<file path="src/rtl/lane_gate_pkg.sv">
// Shared definitions for the lane gate FIFO: gate op encoding and the
// 12-bit result view used by the lanes.
package lane_gate_pkg;

  typedef enum logic [1:0] {
    GATE_XOR = 2'd0,
    GATE_AND = 2'd1,
    GATE_OR  = 2'd2,
    GATE_NOT = 2'd3
  } gate_op_e;

  typedef logic [0:3][2:4] gate_res_t;

  localparam int unsigned RES_W = $bits(gate_res_t);

endpackage

</file>
<file path="src/rtl/lane_gate_fifo_mem.sv">
// Circular FIFO storage with wrapping pointers and occupancy count.
// Storage is not reset; only pointers and count are.
module lane_gate_fifo_mem #(
  parameter int unsigned DW    = 14,
  parameter int unsigned DEPTH = 8
) (
  input  logic                         clk,
  input  logic                         rst,
  input  logic                         push,
  input  logic                         pop,
  input  logic [DW-1:0]                wdata,
  output logic [DW-1:0]                rdata,
  output logic [$clog2(DEPTH+1)-1:0]   count
);

  localparam int unsigned AW = $clog2(DEPTH);
  localparam int unsigned CW = $clog2(DEPTH+1);

  logic [DW-1:0] mem [DEPTH];
  logic [AW-1:0] wr_ptr;
  logic [AW-1:0] rd_ptr;
  logic          do_push;
  logic          do_pop;

  // Pops on empty are dropped; pushes on full cannot be granted upstream
  assign do_push = push && !rst && (count != CW'(DEPTH));
  assign do_pop  = pop && (count != '0);

  always_ff @(posedge clk) begin
    if (do_push) mem[wr_ptr] <= wdata;
  end

  always_ff @(posedge clk) begin
    if (rst) begin
      wr_ptr <= '0;
      rd_ptr <= '0;
      count  <= '0;
    end else begin
      if (do_push) wr_ptr <= wr_ptr + AW'(1);
      if (do_pop)  rd_ptr <= rd_ptr + AW'(1);
      case ({do_push, do_pop})
        2'b10:   count <= count + CW'(1);
        2'b01:   count <= count - CW'(1);
        default: count <= count;
      endcase
    end
  end

  assign rdata = mem[rd_ptr];

endmodule

</file>
<file path="src/rtl/lane_gate_fifo.sv">
// Round-robin arbiter over CH request lanes, applies each lane's bitwise
// gate op and queues the result with its source channel in a FIFO.
module lane_gate_fifo
  import lane_gate_pkg::*;
#(
  parameter int unsigned CH    = 4,
  parameter int unsigned W     = 12,
  parameter int unsigned DEPTH = 8
) (
  input  logic                                  clk,
  input  logic                                  rst,
  input  logic [CH-1:0]                         in_valid,
  output logic [CH-1:0]                         in_ready,
  input  logic [CH-1:0][1:0]                    in_op,
  input  logic [CH-1:0][W-1:0]                  in_a,
  input  logic [CH-1:0][W-1:0]                  in_b,
  output logic                                  out_valid,
  input  logic                                  out_ready,
  output logic [W-1:0]                          out_data,
  output logic [((CH > 1) ? $clog2(CH) : 1)-1:0] out_ch,
  output logic [$clog2(DEPTH+1)-1:0]            count
);

  localparam int unsigned CHW = (CH > 1) ? $clog2(CH) : 1;
  localparam int unsigned CW  = $clog2(DEPTH+1);
  localparam int unsigned DW  = W + CHW;

  logic [CHW-1:0] rr_ptr;
  logic [CHW-1:0] idx;
  logic [CHW-1:0] gnt_idx;
  logic           gnt_any;
  logic           full;
  logic           push;
  logic [W-1:0]   op_a;
  logic [W-1:0]   op_b;
  logic [W-1:0]   res;
  logic [DW-1:0]  rdata;

  assign full = (count == CW'(DEPTH));

  // First valid lane at or after rr_ptr wins
  always_comb begin
    gnt_any = 1'b0;
    gnt_idx = '0;
    idx     = '0;
    for (int unsigned i = 0; i < CH; i++) begin
      idx = CHW'((32'(rr_ptr) + i) % CH);
      if (!gnt_any && in_valid[idx]) begin
        gnt_any = 1'b1;
        gnt_idx = idx;
      end
    end
  end

  assign in_ready = (gnt_any && !full && !rst) ? (CH'(1) << gnt_idx) : '0;
  assign push     = gnt_any && !full && !rst;

  always_ff @(posedge clk) begin
    if (rst) begin
      rr_ptr <= '0;
    end else if (push) begin
      rr_ptr <= (gnt_idx == CHW'(CH-1)) ? '0 : gnt_idx + CHW'(1);
    end
  end

  // 4-state operators already follow the gate tables (Z behaves as X)
  always_comb begin
    op_a = in_a[gnt_idx];
    op_b = in_b[gnt_idx];
    res  = '0;
    case (gate_op_e'(in_op[gnt_idx]))
      GATE_XOR: res = op_a ^ op_b;
      GATE_AND: res = op_a & op_b;
      GATE_OR:  res = op_a | op_b;
      GATE_NOT: res = ~op_a;
      default:  res = ~op_a;
    endcase
  end

  lane_gate_fifo_mem #(
    .DW    (DW),
    .DEPTH (DEPTH)
  ) u_mem (
    .clk   (clk),
    .rst   (rst),
    .push  (push),
    .pop   (out_ready),
    .wdata ({res, gnt_idx}),
    .rdata (rdata),
    .count (count)
  );

  assign out_valid = (count != '0);
  assign out_data  = out_valid ? rdata[DW-1:CHW] : '0;
  assign out_ch    = out_valid ? rdata[CHW-1:0]  : '0;

endmodule

</file>
<file path="config.mk">
export PLATFORM = sky130hd
export DESIGN_NAME = lane_gate_fifo
export DESIGN_NICKNAME = d
export VERILOG_FILES = /design/src/rtl/lane_gate_pkg.sv /design/src/rtl/lane_gate_fifo_mem.sv /design/src/rtl/lane_gate_fifo.sv
export SDC_FILE = /design/constraint.sdc
export NUM_CORES = 1
export LEC_CHECK = 0
export ABC_AREA = 1
export CAP_MARGIN = 30
export CORE_ASPECT_RATIO = 1.5
export CORE_MARGIN = 4
export CORE_UTILIZATION = 28
export DETAILED_ROUTE_END_ITERATION = 8
export MAX_ROUTING_LAYER = met4
export PLACE_DENSITY = 0.52
export SLEW_MARGIN = 20
export SYNTH_ARGS = -nofsm -noshare
export SYNTH_HDL_FRONTEND = slang
export SYNTH_SLANG_ARGS = --single-unit
</file>
<file path="constraint.sdc">
create_clock -name clk -period 8 [get_ports clk]
set_clock_uncertainty 0.15 [all_clocks]
set_input_delay 0.8 -clock clk [delete_from_list [all_inputs] [get_ports clk]]
set_output_delay 0.8 -clock clk [all_outputs]
set_load 0.01 [all_outputs]
</file>
==> results of run 1 <==
## through the flow
step                instance area [um^2]  setup slack, ns  hold slack, ns
floorplan                           7410             4.80           0.312
detailed placement                  8990             2.74           0.332
global placement                    8930             2.75           0.329
CTS                                 9610             2.73           0.343
global route                        9650             2.43           0.365
finish                              9650             2.75           0.337
## per-layer routing
metal  track usage (%)  vias up  wire (um)
met5                 -        -          0
met4              4.11        0        284
met3              2.30       15        654
met2              24.7      141      10600
met1              16.2     2732       8470
li1                  -     3051          -
## kinds of logic after synthesis
group | synth area share (%)
xor+xnor | 0.355
compound gates | 11.6
simple gates | 24.4
buf+inv | 8.31
fa+ha+maj | 5.84
flops | 49.5
## placed cells by master (no fill, tap or decap), types with 4 or more instances in the layout
master             n
nand2_1          177
clkdlybuf4s50_1  133
edfxtp_1         112
nor2_1            94
o21ai_0           75
inv_1             68
nand3_1           50
ha_1              33
nand4_1           19
inv_2             18
clkbuf_16         17
dfxtp_1           15
o22ai_1           14
a31oi_1           14
nand3_2           12
a32oi_2           12
nand2_2           11
inv_6              9
nor2_2             9
nand3b_1           9
o21ai_1            7
a21oi_1            7
a211oi_1           4
buf_4              4
## worst max-delay path by stage
stage                      from     endpoint  slack [ns]  depth (start not counted)
finish              in_valid[3]  in_ready[3]        2.75                         13
global route        in_valid[3]  in_ready[3]        2.43                         14
CTS                 in_valid[2]  in_ready[3]        2.73                         15
detailed placement  in_valid[2]  in_ready[3]        2.74                         15
global placement    in_valid[2]  in_ready[1]        2.75                         15
floorplan           in_valid[3]  in_ready[3]        4.80                         14
## area by class of cell
class / instances / area share [%]
well taps: 333 / 4.32
multi-input cells: 566 / 32.6
clock buffers: 17 / 4.41
inverters: 90 / 3.55
repair buffers: 143 / 15.1
flip-flops and latches: 127 / 38.0
clock inverters: 15 / 2.00
## tightest hold or removal path: stages (launching register included)
cell,delay [ns]
dfxtp_1,0.32
nand2_1,0.06
a21oi_1,0.05
## registers in the layout, indices dropped and copies added, names as in the netlist, named ones only
register	flops
u_mem.wr_ptr	3
u_mem.rd_ptr	3
rr_ptr	2
u_mem.mem	112
u_mem.count	4
==> flow_summary.toml, run 1 <==
[cells_and_area]
drive_above_1_share_pct = 11.8
register_area_mm2 = 0.00366
layout-area-overhead-vs-synth_pct = 30.2
post-route-util_pct = 37.2
post_layout_nonfiller_instances = 1291
total_nets_final = 1090
num_antenna_cells = 0
area_of_the_multi_input_gates_mm2 = 0.00315
layout.filler_cells = 2643

[synth]
synthesis.area_mm2 = 0.00741
asyncSetResetFlopFracSynth_pct = 0
yosysUniqueCellTypes = 38
post_synth_inst_count = 829
synth_fp_nets = 974
post_synth_main_area_contributors = "edfxtp_1 45%, nand2_1 9.0%, ha_1 5.6%"
synth_seq_area_share_pct = 49.5
synthTopCellsByCount = "177 x nand2_1, 112 x edfxtp_1, 102 x nor2_1"
edff_count_synth = 112
synth.most_common_cell = "nand2_1"
number_of_flip_flops_and_latches_in_the_synthesized_netlist = 127
ys_warn_count = 0
post-synth-top-area-fraction_pct = 45.4
synthesis.area_per_instance_um2 = 8.94
synth_top_flop_cell = "edfxtp_1"
yosysTopAreaCell = "edfxtp_1"

[worst_setup_path]
critPathTopFamily = "buffers and inverters"
critical_path_arrival_ns = 4.30
timing_worst_setup_path_type = "in2out"
critical_path.reg2reg.startpoint = "rr_ptr[0]"
worst_r2r_path_depth = 18
critical_path.slowest_cell = "inv_2"
critical_path.max_stage_delay_ns = 0.90
worst_r2r_endpoint = "u_mem.mem[5][13]"
critical_path_peak_fanout = 62
worstPathCellList = "clkdlybuf4s50_1, inv_1, nand2_1, nand3_1, nand2_1, nand2_2, nand3_2, nand3_4, inv_2, ha_1, inv_1, nor2_1, clkdlybuf4s50_1"
cp-end-kind = "primary output"
critPathRequiredTime_ns = 7.05
critical_path.n_buffers_inverters = 5
r2r_slack_ns = 3.43
start_kind = "input port"

[global_route]
grt_overflow = 0
grt_antenna_before_repair = 0
first_global_vias = 5778
track_usage_pct = 13.9
grt_pass1_wl_um = 31300
maximum_number_of_pins_on_one_net_before_global_route_repair = 63

[timing]
final-max-slew-violation-count = 0
timing.slew.headroom_pct = 39.6
period_needed_ns = 5.25
final_sum_of_negative_setup_slack_ns = 0
max_slew.worst_pin.slew_ns = 0.905
rsz0062_at_grt = "no"
maxClockFrequency_mhz = 190
final-hold-violation-count = 0
final-setup-viol-count = 0
timing.final.crit_share_pct = 65.6

[clocking]
post_cts.repair.setup_buffers = 0
clock_tree.root_cell = "clkbuf_16"
ctsHtreeMaxLevel = 4
ctsResizeCount = 0
clk_pin_slew_ns = 0.06
cts_made_buffers = 17
clock_path_buffers = 2
clkLatencyLatePin_ns = 0.41
cts_sinks = 127
tritoncts = "done"
holdBufCountCts = 0

[placement]
numPortBuffers = 133
detailedPlacementHpwl_um = 13900
numPlacedInstances = 1257
gpl_congestion = 0.845

[die]
die_h_um = 207
chipWidth_um = 141
core_area_mm2 = 0.0259
io_pins = 134
start_util_pct = 28.6
die_area_mm2 = 0.0292
row_count = 72

[detailed_routing]
final_antenna_net_count = 0
detail_route.drc_violations = 0
drt_wl_total_um = 20000
routed-via-count = 5939
drtPass1Iterations = 4
avgRoutedWirePerCell_um = 15.5
detail_route.iter0.violations = 372
vias_per_cell = 4.60

[status]
status = "finished, final reports clean"

[hold_path]
timing.hold.worst.class = "reg2reg"
hold_path.startpoint = "u_mem.wr_ptr[0]"
holdPathStages = 2
whs_endpoint = "u_mem.wr_ptr[0]"

[flow_run]
max-cap-violations = 0
Power of run 1 is left out: the tool's default activity adds up to more than one toggle a clock period on the data nets, which glitch-free logic cannot reach.
==> inputs of run 2 (changes only) <==
Clock period 8 ns to 4.9 ns, I/O delays scaled along.
==> run 2 against run 1 <==
Effect of this change: final cell count is 0.85% higher; worst setup slack worse by 1.9 ns; core utilization unchanged; critical endpoint unchanged; largest cell class unchanged; highest routed layer unchanged.
==> flow_summary.toml, run 2 (synthesis results as in run 1) <==
[global_route]
grt_antenna_before_repair = 2
grt_pass1_wl_um = 32900
grt_overflow = 0
first_global_vias = 6195
track_usage_pct = 14.8
maximum_number_of_pins_on_one_net_before_global_route_repair = 57

[worst_setup_path]
critical_path.max_stage_delay_ns = 0.61
worstPathCellList = "inv_6, nand2_1, nand2_1, nand2_1, nand2_1, nand2_2, nand2_1, nand2_4, nand3_4, inv_2, buf_4, ha_1, inv_1, nor2_1, clkdlybuf4s50_1"
critical_path.slowest_cell = "dfxtp_1"
worst_r2r_endpoint = "u_mem.mem[7][4]"
critPathTopFamily = "buffers and inverters"
critical_path_arrival_ns = 3.43
critical_path_peak_fanout = 25
critical_path.n_buffers_inverters = 5
critical_path.reg2reg.startpoint = "rr_ptr[0]"
worst_r2r_path_depth = 14
r2r_slack_ns = 1.16
critPathRequiredTime_ns = 4.26
cp-end-kind = "primary output"
start_kind = "flop"
timing_worst_setup_path_type = "reg2out"
worst_path_most_repeated_cell = "nand2_1"

[cells_and_area]
mostFrequentLayoutCell = "nand2_1"
total_nets_final = 1101
top_register = "u_mem.mem"
largest_register_ffs = 112
largest_registers = "u_mem.mem (112), u_mem.count (4)"
most_frequent_cells_in_the_layout = "177 x nand2_1, 133 x clkdlybuf4s50_1, 112 x edfxtp_1, 98 x nor2_1, 75 x o21ai_0"
drive_above_1_share_pct = 11.6
layout-area-overhead-vs-synth_pct = 30.2

[die]
start_util_pct = 28.6
chipWidth_um = 141
die_area_mm2 = 0.0292
io_pins = 134
core_area_mm2 = 0.0259
row_count = 72
die_h_um = 207

[detailed_routing]
drtPass1Iterations = 5
drt_wl_total_um = 20900
vias_per_cell = 4.66
detail_route.drc_violations = 0
routed-via-count = 6070
avgRoutedWirePerCell_um = 16.0
detail_route.iter0.violations = 234
final_antenna_net_count = 0

[timing]
timing.slew.headroom_pct = 50.2
rsz0062_at_grt = "no"
final-hold-violation-count = 0
final_sum_of_negative_setup_slack_ns = 0
maxClockFrequency_mhz = 246
period_needed_ns = 4.07
timing.final.crit_share_pct = 83.0
final-max-slew-violation-count = 0
max_slew.worst_pin.slew_ns = 0.745
final-setup-viol-count = 0

[clocking]
clock_path_buffers = 2
holdBufCountCts = 0
cts_made_buffers = 17
clock_tree.root_cell = "clkbuf_16"
ctsHtreeMaxLevel = 4
clk_pin_slew_ns = 0.05
clkLatencyLatePin_ns = 0.41
ctsResizeCount = 0
post_cts.repair.setup_buffers = 0
tritoncts = "done"
cts_sinks = 127

[hold_path]
whs_endpoint = "u_mem.wr_ptr[0]"
hold_path.startpoint = "u_mem.wr_ptr[0]"
holdPathStages = 2
timing.hold.worst.class = "reg2reg"

[flow_run]
max-cap-violations = 0

[placement]
numPortBuffers = 133
detailedPlacementHpwl_um = 15200
gpl_congestion = 0.834

[status]
status = "finished, final reports clean"
run 2: cell types whose count changed in the layout (fill, tap and decap cells not counted), sizes merged:
cell      before  now
buf           10   21
clkbuf        17   21
clkinv         5    7
bufinv         3    4
inv           96   88
diode          0    2
clkinvlp       1    0
run 2: final cells by class:
class                   instances  area (um^2)
clock buffers                  21          440
flip-flops and latches        127         3660
well taps                     333          417
inverters                      90          343
multi-input cells             566         3140
repair buffers                154         1500
clock inverters                 9          143
fillers                      2674        16300
diodes                          2         5.00
run 2: worst max path at each step:
stage,to,start,slack [ns],depth (start not counted)
floorplan,u_mem.mem[0][8],in_valid[3],2.09,16
global placement,u_mem.mem[1][7],in_valid[2],0.94,20
detailed placement,u_mem.mem[3][7],in_valid[2],0.89,20
CTS,in_ready[3],rr_ptr[0],0.79,15
global route,in_ready[3],rr_ptr[0],0.55,15
finish,in_ready[3],rr_ptr[0],0.83,15
run 2: worst min-delay path: cells and delay by family (launching register included):
| kind | cells | cell delay, ns |
|---|---|---|
| flops | 1 | 0.32 |
| compound gates | 1 | 0.05 |
| simple gates | 1 | 0.06 |
run 2: metrics by stage:
step | instance area (um^2) | util (%) | setup WS (ns) | instances | hold WS [ns]
2_1_floorplan | 7410 | - | 2.09 | 829 | 0.312
3_3_place_gp | 9040 | 34.9 | 0.943 | 1269 | 0.332
3_5_place_dp | 9060 | 34.9 | 0.890 | 1270 | 0.334
4_1_cts | 9640 | 37.2 | 0.794 | 1300 | 0.342
5_1_grt | 9650 | 37.2 | 0.548 | 1302 | 0.378
6_report | 9650 | 37.2 | 0.832 | 1302 | 0.336
run 2: metal layers:
metal / up-vias / global-route usage (%) / routed length (um)
li1: 3066 / - / -
met1: 2820 / 16.7 / 8650
met2: 161 / 26.3 / 11000
met3: 23 / 2.35 / 832
met4: 0 / 5.22 / 435
met5: - / - / 0
Power of run 2 is left out for the same reason.
==> inputs of run 3 (changes only) <==
Clock period 4.9 ns to 4.25 ns, I/O delays scaled along.
==> run 3 against run 2 <==
Effect of this change: critical endpoint is now in_ready[2]; worst setup slack worse by 0.40 ns; largest cell class unchanged; hold slack improved by 0.0017 ns; final cell count rose by 0.15%; sequential cell count unchanged; core utilization about the same; count of clock-buffer cells in the layout fell by 1.
==> flow_summary.toml, run 3 (synthesis results as in run 1) <==
[placement]
detailedPlacementHpwl_um = 14500
gpl_congestion = 0.793
numPlacedInstances = 1272
numPortBuffers = 133

[cells_and_area]
largest_register_ffs = 112
mostFrequentLayoutCell = "nand2_1"
num_antenna_cells = 0
largest_registers = "u_mem.mem (112), u_mem.count (4)"
register_area_mm2 = 0.00366
layout.filler_cells = 2661
post_layout_nonfiller_instances = 1304
layout-area-overhead-vs-synth_pct = 30.3
area_of_the_multi_input_gates_mm2 = 0.00313
total_nets_final = 1103
top_register = "u_mem.mem"
most_frequent_cells_in_the_layout = "177 x nand2_1, 133 x clkdlybuf4s50_1, 112 x edfxtp_1, 102 x nor2_1, 75 x o21ai_0"
drive_above_1_share_pct = 11.5

[global_route]
first_global_vias = 5937
grt_overflow = 0
track_usage_pct = 14.4
maximum_number_of_pins_on_one_net_before_global_route_repair = 62
grt_antenna_before_repair = 0
grt_pass1_wl_um = 32200

[clocking]
clock_path_buffers = 2
clock_tree.root_cell = "clkbuf_16"
cts_sinks = 127
ctsResizeCount = 0
holdBufCountCts = 0
post_cts.repair.setup_buffers = 0
ctsHtreeMaxLevel = 4
clk_pin_slew_ns = 0.05
tritoncts = "done"
clkLatencyLatePin_ns = 0.41
cts_made_buffers = 17

[timing]
max_slew.worst_pin.slew_ns = 0.738
maxClockFrequency_mhz = 262
final-max-slew-violation-count = 0
timing.final.crit_share_pct = 89.9
final_sum_of_negative_setup_slack_ns = 0
final-hold-violation-count = 0
timing.slew.headroom_pct = 50.7
final-setup-viol-count = 0
period_needed_ns = 3.82
rsz0062_at_grt = "no"

[detailed_routing]
met1Wirelength_um = 8630
final_antenna_net_count = 0
drtPass1Iterations = 4
met2_wirelength_um = 10900
routed-via-count = 5978
detail_route.iter0.violations = 264
avgRoutedWirePerCell_um = 15.7
drt_wl_total_um = 20500
detail_route.drc_violations = 0
routed-wl-met3_um = 650
topRoutingLayerUsed = "met4"
vias_per_cell = 4.58

[hold_path]
timing.hold.worst.class = "reg2reg"

[worst_setup_path]
critical_path.reg2reg.startpoint = "rr_ptr[0]"
cp-startpoint = "rr_ptr[0]"
timing_worst_setup_path_type = "reg2out"
critPathRequiredTime_ns = 3.67
worst_r2r_endpoint = "u_mem.mem[5][4]"
cp-end-kind = "primary output"
timing.critical_path.to = "in_ready[2]"
start_kind = "flop"
r2r_slack_ns = 0.69
critical_path_peak_fanout = 17
critical_path_arrival_ns = 3.25
worst_r2r_path_depth = 18

[die]
row_count = 72
chipWidth_um = 141
die_area_mm2 = 0.0292
die_h_um = 207
core_area_mm2 = 0.0259
start_util_pct = 28.6
io_pins = 134

[status]
status = "finished, final reports clean"

[flow_run]
max-cap-violations = 0
-- run 3: cell types whose count changed in the layout (fill, tap and decap cells not counted), moves of 2 or more --
cell        previous run  this run
nor2_2                 5         1
nor2_1                98       102
clkinvlp_4             0         4
buf_12                 0         3
bufinv_16              4         2
diode_2                2         0
-- run 3: worst max-delay path: stages (launching register included) --
cell and delay, ns:
dfxtp_1 0.61, inv_6 0.11, nand2_1 0.10, nand2_2 0.08
nand2_2 0.08, nand2_2 0.07, nor2_4 0.13, nand3_1 0.09
nand3_1 0.07, nand2_1 0.11, inv_2 0.30, buf_4 0.26
ha_1 0.16, inv_1 0.04, nor2_1 0.09, clkdlybuf4s50_1 0.54
-- run 3: stage by stage --
step	hold WS, ns	area (um^2)	utilization (%)	setup WS [ns]
6_report	0.338	9650	37.2	0.429
5_1_grt	0.362	9650	37.2	0.132
4_1_cts	0.342	9650	37.2	0.384
3_5_place_dp	0.334	9090	35.1	0.452
3_3_place_gp	0.332	9090	35.1	0.477
2_1_floorplan	0.312	7410	-	1.49
-- run 3: area by class of cell --
class | count | share of cell area [%]
Clock buffer | 20 | 4.52
Clock inverter | 12 | 1.24
Inverter | 90 | 3.55
Multi-Input combinational cell | 566 | 32.4
Sequential cell | 127 | 38.0
Tap cell | 333 | 4.32
Timing Repair Buffer | 156 | 16.0
-- run 3: worst min-delay path by stage --
stage,slack (ns),endpoint,start,cells past startpoint
2_1_floorplan,0.31,u_mem.wr_ptr[0],u_mem.wr_ptr[0],2
4_1_cts,0.34,u_mem.wr_ptr[0],u_mem.wr_ptr[0],2
3_3_place_gp,0.33,u_mem.wr_ptr[0],u_mem.wr_ptr[0],2
6_report,0.34,u_mem.wr_ptr[0],u_mem.wr_ptr[0],2
5_1_grt,0.36,flop,u_mem.rd_ptr[1],2
3_5_place_dp,0.33,u_mem.wr_ptr[0],u_mem.wr_ptr[0],2
-- run 3: routing by layer --
layer  vias to the layer above  GRT usage, %
met5                         -             -
met4                         0          4.55
met3                        17          2.19
met2                       127          25.9
met1                      2761          16.3
li1                       3073             -
Power of run 3 is left out for the same reason.
